<file path="src/rtl/packet_framer_tx.sv">
// rtl/packet_framer_tx.sv - frames SYNC/LEN/OPCODE/payload/CRC-8 replies onto the uart_core TX byte handshake
module packet_framer_tx #(
  parameter int         MAX_PAYLOAD = 16,
  parameter logic [7:0] SYNC        = 8'hAA
) (
  input  logic                     CLK,
  input  logic                     rst_n,
  input  logic                     pkt_valid,
  output logic                     pkt_ready,
  input  logic [7:0]               pkt_opcode,
  input  logic [7:0]               pkt_len,
  input  logic [8*MAX_PAYLOAD-1:0] pkt_payload,
  output logic [7:0]               tx_data,
  output logic                     tx_valid,
  input  logic                     tx_ready,
  output logic                     busy,
  output logic                     done,
  output logic                     err_len
);

  typedef enum logic [2:0] {IDLE, S_SYNC, S_LEN, S_OP, S_PAY, S_CRC} state_t;

  localparam logic [7:0] MAX_LEN = 8'(MAX_PAYLOAD);

  state_t                   state_q, state_d;
  logic [7:0]               op_q, op_d;
  logic [7:0]               len_q, len_d;
  logic [8*MAX_PAYLOAD-1:0] pay_q, pay_d;
  logic [7:0]               idx_q, idx_d;
  logic [7:0]               crc_q, crc_d;
  logic                     done_q, done_d;
  logic                     err_q, err_d;
  logic [7:0]               cur_byte;

  // CRC-8 poly 0x07, MSB-first, one byte per call
  function automatic logic [7:0] crc8_upd(input logic [7:0] crc, input logic [7:0] data);
    logic [7:0] x;
    x = crc ^ data;
    for (int i = 0; i < 8; i++) begin
      x = x[7] ? ({x[6:0], 1'b0} ^ 8'h07) : {x[6:0], 1'b0};
    end
    return x;
  endfunction

  assign pkt_ready = (state_q == IDLE) && rst_n;
  assign busy      = (state_q != IDLE);
  assign done      = done_q;
  assign err_len   = err_q;
  assign tx_data   = cur_byte;

  always_comb begin
    state_d  = state_q;
    op_d     = op_q;
    len_d    = len_q;
    pay_d    = pay_q;
    idx_d    = idx_q;
    crc_d    = crc_q;
    done_d   = 1'b0;
    err_d    = 1'b0;
    cur_byte = 8'h00;
    tx_valid = 1'b0;
    unique case (state_q)
      IDLE: begin
        if (pkt_valid && pkt_ready) begin
          if (pkt_len > MAX_LEN) begin
            err_d = 1'b1;
          end else begin
            op_d    = pkt_opcode;
            len_d   = pkt_len;
            pay_d   = pkt_payload;
            idx_d   = 8'h00;
            crc_d   = 8'h00;
            state_d = S_SYNC;
          end
        end
      end
      S_SYNC: begin
        tx_valid = 1'b1;
        cur_byte = SYNC;
        if (tx_ready) state_d = S_LEN;
      end
      S_LEN: begin
        tx_valid = 1'b1;
        cur_byte = len_q + 8'd1;
        if (tx_ready) begin
          crc_d   = crc8_upd(crc_q, cur_byte);
          state_d = S_OP;
        end
      end
      S_OP: begin
        tx_valid = 1'b1;
        cur_byte = op_q;
        if (tx_ready) begin
          crc_d   = crc8_upd(crc_q, cur_byte);
          state_d = (len_q == 8'h00) ? S_CRC : S_PAY;
        end
      end
      S_PAY: begin
        tx_valid = 1'b1;
        cur_byte = 8'(pay_q >> {idx_q, 3'b000});
        if (tx_ready) begin
          crc_d = crc8_upd(crc_q, cur_byte);
          if (idx_q == len_q - 8'd1) state_d = S_CRC;
          else                       idx_d   = idx_q + 8'd1;
        end
      end
      S_CRC: begin
        tx_valid = 1'b1;
        cur_byte = crc_q;
        if (tx_ready) begin
          done_d  = 1'b1;
          state_d = IDLE;
        end
      end
      default: state_d = IDLE;
    endcase
  end

  always_ff @(posedge CLK or negedge rst_n) begin
    if (!rst_n) begin
      state_q <= IDLE;
      op_q    <= 8'h00;
      len_q   <= 8'h00;
      pay_q   <= '0;
      idx_q   <= 8'h00;
      crc_q   <= 8'h00;
      done_q  <= 1'b0;
      err_q   <= 1'b0;
    end else begin
      state_q <= state_d;
      op_q    <= op_d;
      len_q   <= len_d;
      pay_q   <= pay_d;
      idx_q   <= idx_d;
      crc_q   <= crc_d;
      done_q  <= done_d;
      err_q   <= err_d;
    end
  end

endmodule

</file>
<file path="config.mk">
export PLATFORM = sky130hd
export DESIGN_NAME = packet_framer_tx
export DESIGN_NICKNAME = d
export VERILOG_FILES = /design/src/rtl/packet_framer_tx.sv
export SDC_FILE = /design/constraint.sdc
export NUM_CORES = 1
export LEC_CHECK = 0
export CORE_MARGIN = 1
export CORE_UTILIZATION = 48
export DETAILED_ROUTE_END_ITERATION = 7
export GPL_ROUTABILITY_DRIVEN = 0
export MAX_ROUTING_LAYER = met4
export PLACE_DENSITY_LB_ADDON = 0.25
export SYNTH_ARGS = -nofsm -noshare
export SYNTH_HDL_FRONTEND = slang
export SYNTH_SLANG_ARGS = --single-unit
</file>
<file path="constraint.sdc">
create_clock -name CLK -period 2.23 [get_ports CLK]
set_input_delay 0.446 -clock CLK [delete_from_list [all_inputs] [get_ports CLK]]
set_output_delay 0.446 -clock CLK [all_outputs]
set_load 0.02 [all_outputs]
</file>
==> results of run 1 <==
[metrics by stage]
stage	hold slack [ns]	cells	TNS, ns	util, %	power [W]
global route	0.245	1543	-12.73	73.8	0.0181
floorplan	0.150	1004	-0.373	-	0.00975
global placement	0.450	1466	-82.52	65.2	0.0126
detailed placement	0.461	1466	-86.42	65.2	0.0128
finish	0.0745	1543	-10.31	73.8	0.0173
CTS	0.211	1523	-7.39	71.5	0.0163
[area by class of cell]
type / count / area [µm²] / area share, %
Clock buffer: 18 / 429 / 3.19
Sequential cell: 165 / 4130 / 30.7
Clock inverter: 14 / 158 / 1.17
Timing Repair Buffer: 338 / 3390 / 25.2
Antenna cell: 1 / 2.50 / 0.0186
Inverter: 10 / 45.0 / 0.335
Multi-Input combinational cell: 768 / 5000 / 37.2
Tap cell: 229 / 287 / 2.13
[sequential cells by signal (all words and copies together), names as in the netlist]
name and flops:
idx_q 8, crc_q 8, pay_q 128, state_q 3
len_q 8, err_len 1, op_q 8, done 1
[cells in the mapped netlist, types with 5 or more instances]
cell      instances  area [µm²]
a21oi_1          14        70.1
a22oi_1          12        90.1
and2_1            6        37.5
buf_2            13        65.1
buf_4             5        37.5
clkbuf_1         39         146
dfrtp_1         165        4130
inv_1            10        37.5
mux2i_1          18         180
mux4_1            6         158
mux4_2           22         495
nand2_1         445        1670
nand3_1          11        55.1
nor2_1           23        86.3
nor2b_1           9        56.3
o21ai_0          19        95.1
o221ai_1          7        61.3
xnor2_1          73         639
xor2_1           22         193
[worst max-delay path, stage by stage (launching register included)]
cell      delay (ns)
dfrtp_2         0.37
buf_6           0.13
mux4_2          0.50
mux4_2          0.53
a221oi_2        0.30
a21oi_2         0.06
buf_4           0.16
[cell families after synthesis]
group	synth area share [%]
simple gates	23.6
mux	10.1
xor+xnor	9.85
compound gates	6.66
fa+ha+maj	0.553
flops	45.6
buf+inv	3.59
[routing by layer]
metal,up-vias,share of wire (%)
li1,3887,-
met1,4198,39
met2,426,49
met3,113,6.9
met4,0,4.2
met5,-,0
[worst max path at each step]
stage                        start         end  slack [ns]  cells after the start
after global placement    idx_q[0]  tx_data[3]       -0.62                      7
after floorplan           idx_q[1]  tx_data[4]       -0.13                      7
after detailed placement  idx_q[0]  tx_data[4]       -0.69                      5
after CTS                 idx_q[1]  tx_data[0]       -0.72                      6
final                     idx_q[0]  tx_data[4]       -0.72                      6
after global routing      idx_q[0]  tx_data[4]       -0.76                      6
[power breakdown]
group          internal [W]  total [W]  switching [W]
clock network       0.00159    0.00301        0.00142
logic               0.00494    0.00946        0.00452
registers           0.00396    0.00480       0.000838
[timing repair]
item | 4_1_cts | 5_1_grt
pin swaps | 22 | 47
buffers inserted | 18 | 18
resized for setup | 121 | 54
gates cloned | 8 | 2
setup endpoints to repair | 159 | 81
==> run_results.csv, run 1 <==
group,metric,value,unit
run_status,status,"finished, violations left",
run_status,violations,"negative setup slack",
grt,grt_pass1_vias,8716,
detailed_routing,drc,0,
place,io_buffers,160,
grt,grt_max_degree,166,
detailed_routing,antenna_left,0,
synth,synth_area_per_cell,9.02,µm²
detailed_routing,vias,8624,
clocking,clk_latency,0.44,ns
finish,mostFrequentLayoutCells,"nand2_1, dfrtp_1, clkdlybuf4s50_1, buf_4, xnor2_1",
synth,syn_area,9050,µm²
synth,synth-async-reset-ratio,100,%
grt,grt_usage,31.7,%
sta,layout_setup_ws,-0.724,ns
worst_setup_path,r2r_end,"crc_q[0]",
clocking,cts_tree,"done",
sta,finalHoldViolCount,0,
clocking,cts_hold_buffers,0,
worst_setup_path,endpoint_kind,"primary output",
finish,final_area,13400,µm²
detailed_routing,first_iter_violations,772,
grt,use_met3,5.64,%
sta,rsz0062_at_grt,"yes",
synth,synth.ff_latch_count,165,
power,p_leak,6.37,nW
sta,post-route-period-util,132,%
place,post_dp_cell_area,11900,µm²
floorplan,fp.dieH,139,µm
place,preCtsSetupSlack,-0.690,ns
sta,setup-violations-final,25,
worst_setup_path,r2r_slack,-0.53,ns
floorplan,die-area,19400,µm²
finish,final_common_cell,"nand2_1",
floorplan,die_width,139,µm
power,peakVddDrop,0.720,mV
worst_setup_path,r2r_start,"idx_q[1]",
grt,gr-total-overflow,0,
grt,grtUsageMet2,51.0,%
sta,final.setup_skew,0.0114,ns
worst_setup_path,cp.arrival,2.51,ns
grt,gr-max-usage-layer,"met2",
finish,syn_to_final_growth,48.5,%
min_path,hold_class,"input pin to asynchronous set/reset pin",
synth,ys_types,62,
clocking,clkTransAtPathRegs,0.07,ns
worst_setup_path,worstSetupPathType,"register to primary output",
synth,synth_nets,1156,
sta,slew_viol_final,0,
place,dp_hpwl,18900,µm
grt,grt_pass1_wl,46000,µm
detailed_routing,firstDrtPassIters,5,
synth,ys_seq_area_share,45.6,%
finish,fillerInstances,1219,
clocking,root_buffer,"clkbuf_16",
clocking,numCtsBuffers,17,
sta,worst_pin_slew,0.963,ns
grt,antenna_found_initial,1,
sta,clock.fmax,0.338,GHz
floorplan,rows,49,
synth,synth-edff-count,0,
sta,slew_headroom,35.8,%
floorplan,core,18200,µm²
detailed_routing,vias_per_cell,5.59,
synth,yosys_warnings,0,
worst_setup_path,cp-start-kind,"register",
job,cap_violations,0,
detailed_routing,wirelength,30400,µm
floorplan,initial_core_util,49.7,%
power,powerDensity,1280,nW/µm²
clocking,htreeDepth,4,
synth,yosys_most_used_dff,"dfrtp_1",
worst_setup_path,required,1.78,ns
clocking,cts.sinks,165,
detailed_routing,wl_per_cell,19.7,µm
grt,globalRouteMet1Util,39.4,%
sta,min_period,2.95,ns
worst_setup_path,crit_fanout,5,
worst_setup_path,r2r_cells,12,
finish,fin_nets,1452,
synth,synthCells,1004,
finish,layout-drive-gt1-share,25.0,%
clocking,cts_max_path_buffers,2,
floorplan,ios,161,
Power figures use the tool's default switching activity.
==> run 2, diff against run 1 <==
REMOVE_ABC_BUFFERS = 1   (was not set)
TNS_END_PERCENT = 10   (was not set)
==> run 2 against run 1 <==
  * The flow still finishes with violations (negative setup slack)
  * Clock-buffer cell count rose by 1
  * Final area down 3.6%
  * Fmax increased by 1.6%
  * Flip-flop and latch count unchanged
  * Power is 3.3% lower
  * Worst hold slack better by 0.028 ns
  * First-iteration DRC count shrank 11%
  * Via count is 5.8% lower
  * Die area unchanged
  * Non-clock buffer count shrank 25
  * Largest cell class unchanged
==> run_results.csv, run 2 (synthesis gave the netlist of run 1 again) <==
group,metric,value,unit
worst_setup_path,crit_top_cell,"mux4_2",
floorplan,die-area,19400,µm²
place,preCtsSetupSlack,-0.695,ns
detailed_routing,first_iter_violations,688,
power,peakVddDrop,0.740,mV
floorplan,rows,49,
finish,fillerInstances,1370,
worst_setup_path,endpoint_kind,"primary output",
grt,grt_max_degree,166,
finish,fin_nets,1427,
min_path,hold_class,"input pin to asynchronous set/reset pin",
worst_setup_path,worstSetupPathType,"register to primary output",
finish,layout-drive-gt1-share,23.3,%
worst_setup_path,crit_start,"idx_q[0]",
clocking,cts_max_path_buffers,2,
worst_setup_path,r2r_cells,12,
worst_setup_path,max_stage_delay,0.54,ns
job,cap_violations,0,
sta,slew_headroom,35.2,%
sta,finalHoldViolCount,0,
finish,diodes,0,
grt,antenna_found_initial,0,
floorplan,core,18200,µm²
clocking,numCtsBuffers,17,
sta,post-route-period-util,130,%
clocking,cts.sinks,165,
place,post_dp_cell_area,11800,µm²
worst_setup_path,required,1.78,ns
grt,grt_pass1_wl,39700,µm
worst_setup_path,crit_end,"tx_data[4]",
sta,setup-violations-final,84,
grt,grt_pass1_vias,8006,
finish,finalNonFillerCells,1517,
detailed_routing,wl_per_cell,16.5,µm
worst_setup_path,crit_family,"multiplexers",
sta,min_period,2.91,ns
finish,regMostFlops,"pay_q",
detailed_routing,vias_per_cell,5.36,
worst_setup_path,r2r_slack,-0.52,ns
power,powerDensity,1290,nW/µm²
worst_setup_path,r2r_start,"idx_q[1]",
grt,grt_usage,26.9,%
run_status,violations,"negative setup slack",
detailed_routing,antenna_left,0,
worst_setup_path,worstPathCellList,"mux4_2 > mux4_2 > a221oi_2 > a21oi_2 > buf_6",
worst_setup_path,slowest_stage,"mux4_2",
finish,mostFrequentLayoutCells,"nand2_1, dfrtp_1, clkdlybuf4s50_1, buf_4, xnor2_1",
floorplan,die_width,139,µm
sta,final.setup_skew,0.00594,ns
finish,final_area,13000,µm²
worst_setup_path,cp-start-kind,"register",
sta,worst_pin_slew,0.972,ns
worst_setup_path,cp.arrival,2.46,ns
detailed_routing,drc,0,
finish,final_common_cell,"nand2_1",
finish,largest_register_ffs,128,
worst_setup_path,cp_num_buf_inv,1,
floorplan,fp.dieH,139,µm
place,io_buffers,160,
sta,layout_setup_ws,-0.677,ns
floorplan,initial_core_util,49.7,%
clocking,cts_tree,"done",
sta,rsz0062_at_grt,"yes",
worst_setup_path,r2r_end,"crc_q[1]",
place,placed_cells,1465,
place,dp_hpwl,16800,µm
power,p_total,0.0167,W
sta,hold_ws,0.103,ns
sta,clock.fmax,0.344,GHz
finish,syn_to_final_growth,43.1,%
clocking,root_buffer,"clkbuf_16",
clocking,htreeDepth,4,
floorplan,ios,161,
detailed_routing,wirelength,25000,µm
worst_setup_path,cp.depth,5,
power,p_leak,6.20,nW
clocking,clk_latency,0.43,ns
worst_setup_path,crit_fanout,6,
run_status,status,"finished, violations left",
clocking,clkTransAtPathRegs,0.07,ns
detailed_routing,firstDrtPassIters,5,
clocking,cts_hold_buffers,0,
detailed_routing,vias,8124,
grt,gr-total-overflow,0,
sta,slew_viol_final,0,
[run 2: final cells by class]
type                    instances  area [µm²]  share of cell area, %
repair buffers                313        2970                   22.9
inverters                      10        37.5                  0.290
flip-flops and latches        165        4130                   31.9
clock buffers                  19         453                   3.50
well taps                     229         287                   2.21
clock inverters                13         135                   1.04
multi-input cells             768        4940                   38.1
[run 2: where the power goes]
part / leakage, nW / switching [W] / internal [W]
Clock: 0.294 / 0.00130 / 0.00163
Combinational: 3.70 / 0.00426 / 0.00482
Sequential: 2.20 / 0.000729 / 0.00396
[run 2: per-layer routing]
layer / vias up / routed length [µm] / track usage [%]
met2: 292 / 12300 / 42.5
met3: 39 / 1490 / 4.54
met5: - / 0 / -
met4: 0 / 567 / 9.59
li1: 3837 / - / -
met1: 3956 / 10600 / 34.9
[run 2: through the flow]
stage	TNS [ns]	util, %
2_1_floorplan	-395.04	-
3_3_place_gp	-93.24	64.7
3_5_place_dp	-93.72	64.7
4_1_cts	-11.13	69.6
5_1_grt	-20.54	71.2
6_report	-10.60	71.2
[run 2: what timing repair did]
action / 4_1_cts / 5_1_grt
resized for setup: 114 / 59
endpoints found under the setup margin: 168 / 166
pin swaps: 32 / 35
buffers inserted: 17 / 9
hold endpoints to repair: 0 / 0
[run 2: how the worst min path moves through the flow]
stage / slack, ns / end / start
after floorplan: 0.15 / crc_q[0] / rst_n
after global placement: 0.45 / pay_q[75] / pay_q[75]
after detailed placement: 0.46 / pay_q[11] / pay_q[11]
after CTS: 0.24 / err_len / rst_n
after global routing: 0.26 / err_len / rst_n
final: 0.10 / err_len / rst_n
[run 2: worst reg2reg max path: stages (launching register included)]
cell and delay, ns:
dfrtp_2 0.46, buf_8 0.16, buf_6 0.11, mux4_2 0.54, mux2i_4 0.20, buf_6 0.12
buf_6 0.09, xnor2_2 0.12, o22ai_2 0.13, xnor2_2 0.23, xnor2_1 0.15, nor2_1 0.05
a221o_1 0.27
==> run 3, diff against run 2 <==
CTS_CLUSTER_SIZE = 10   (was not set)
SLEW_MARGIN = 10   (was not set)
==> results of run 3 <==
No change in the layout: final DEF, timing and power equal those of run 2.
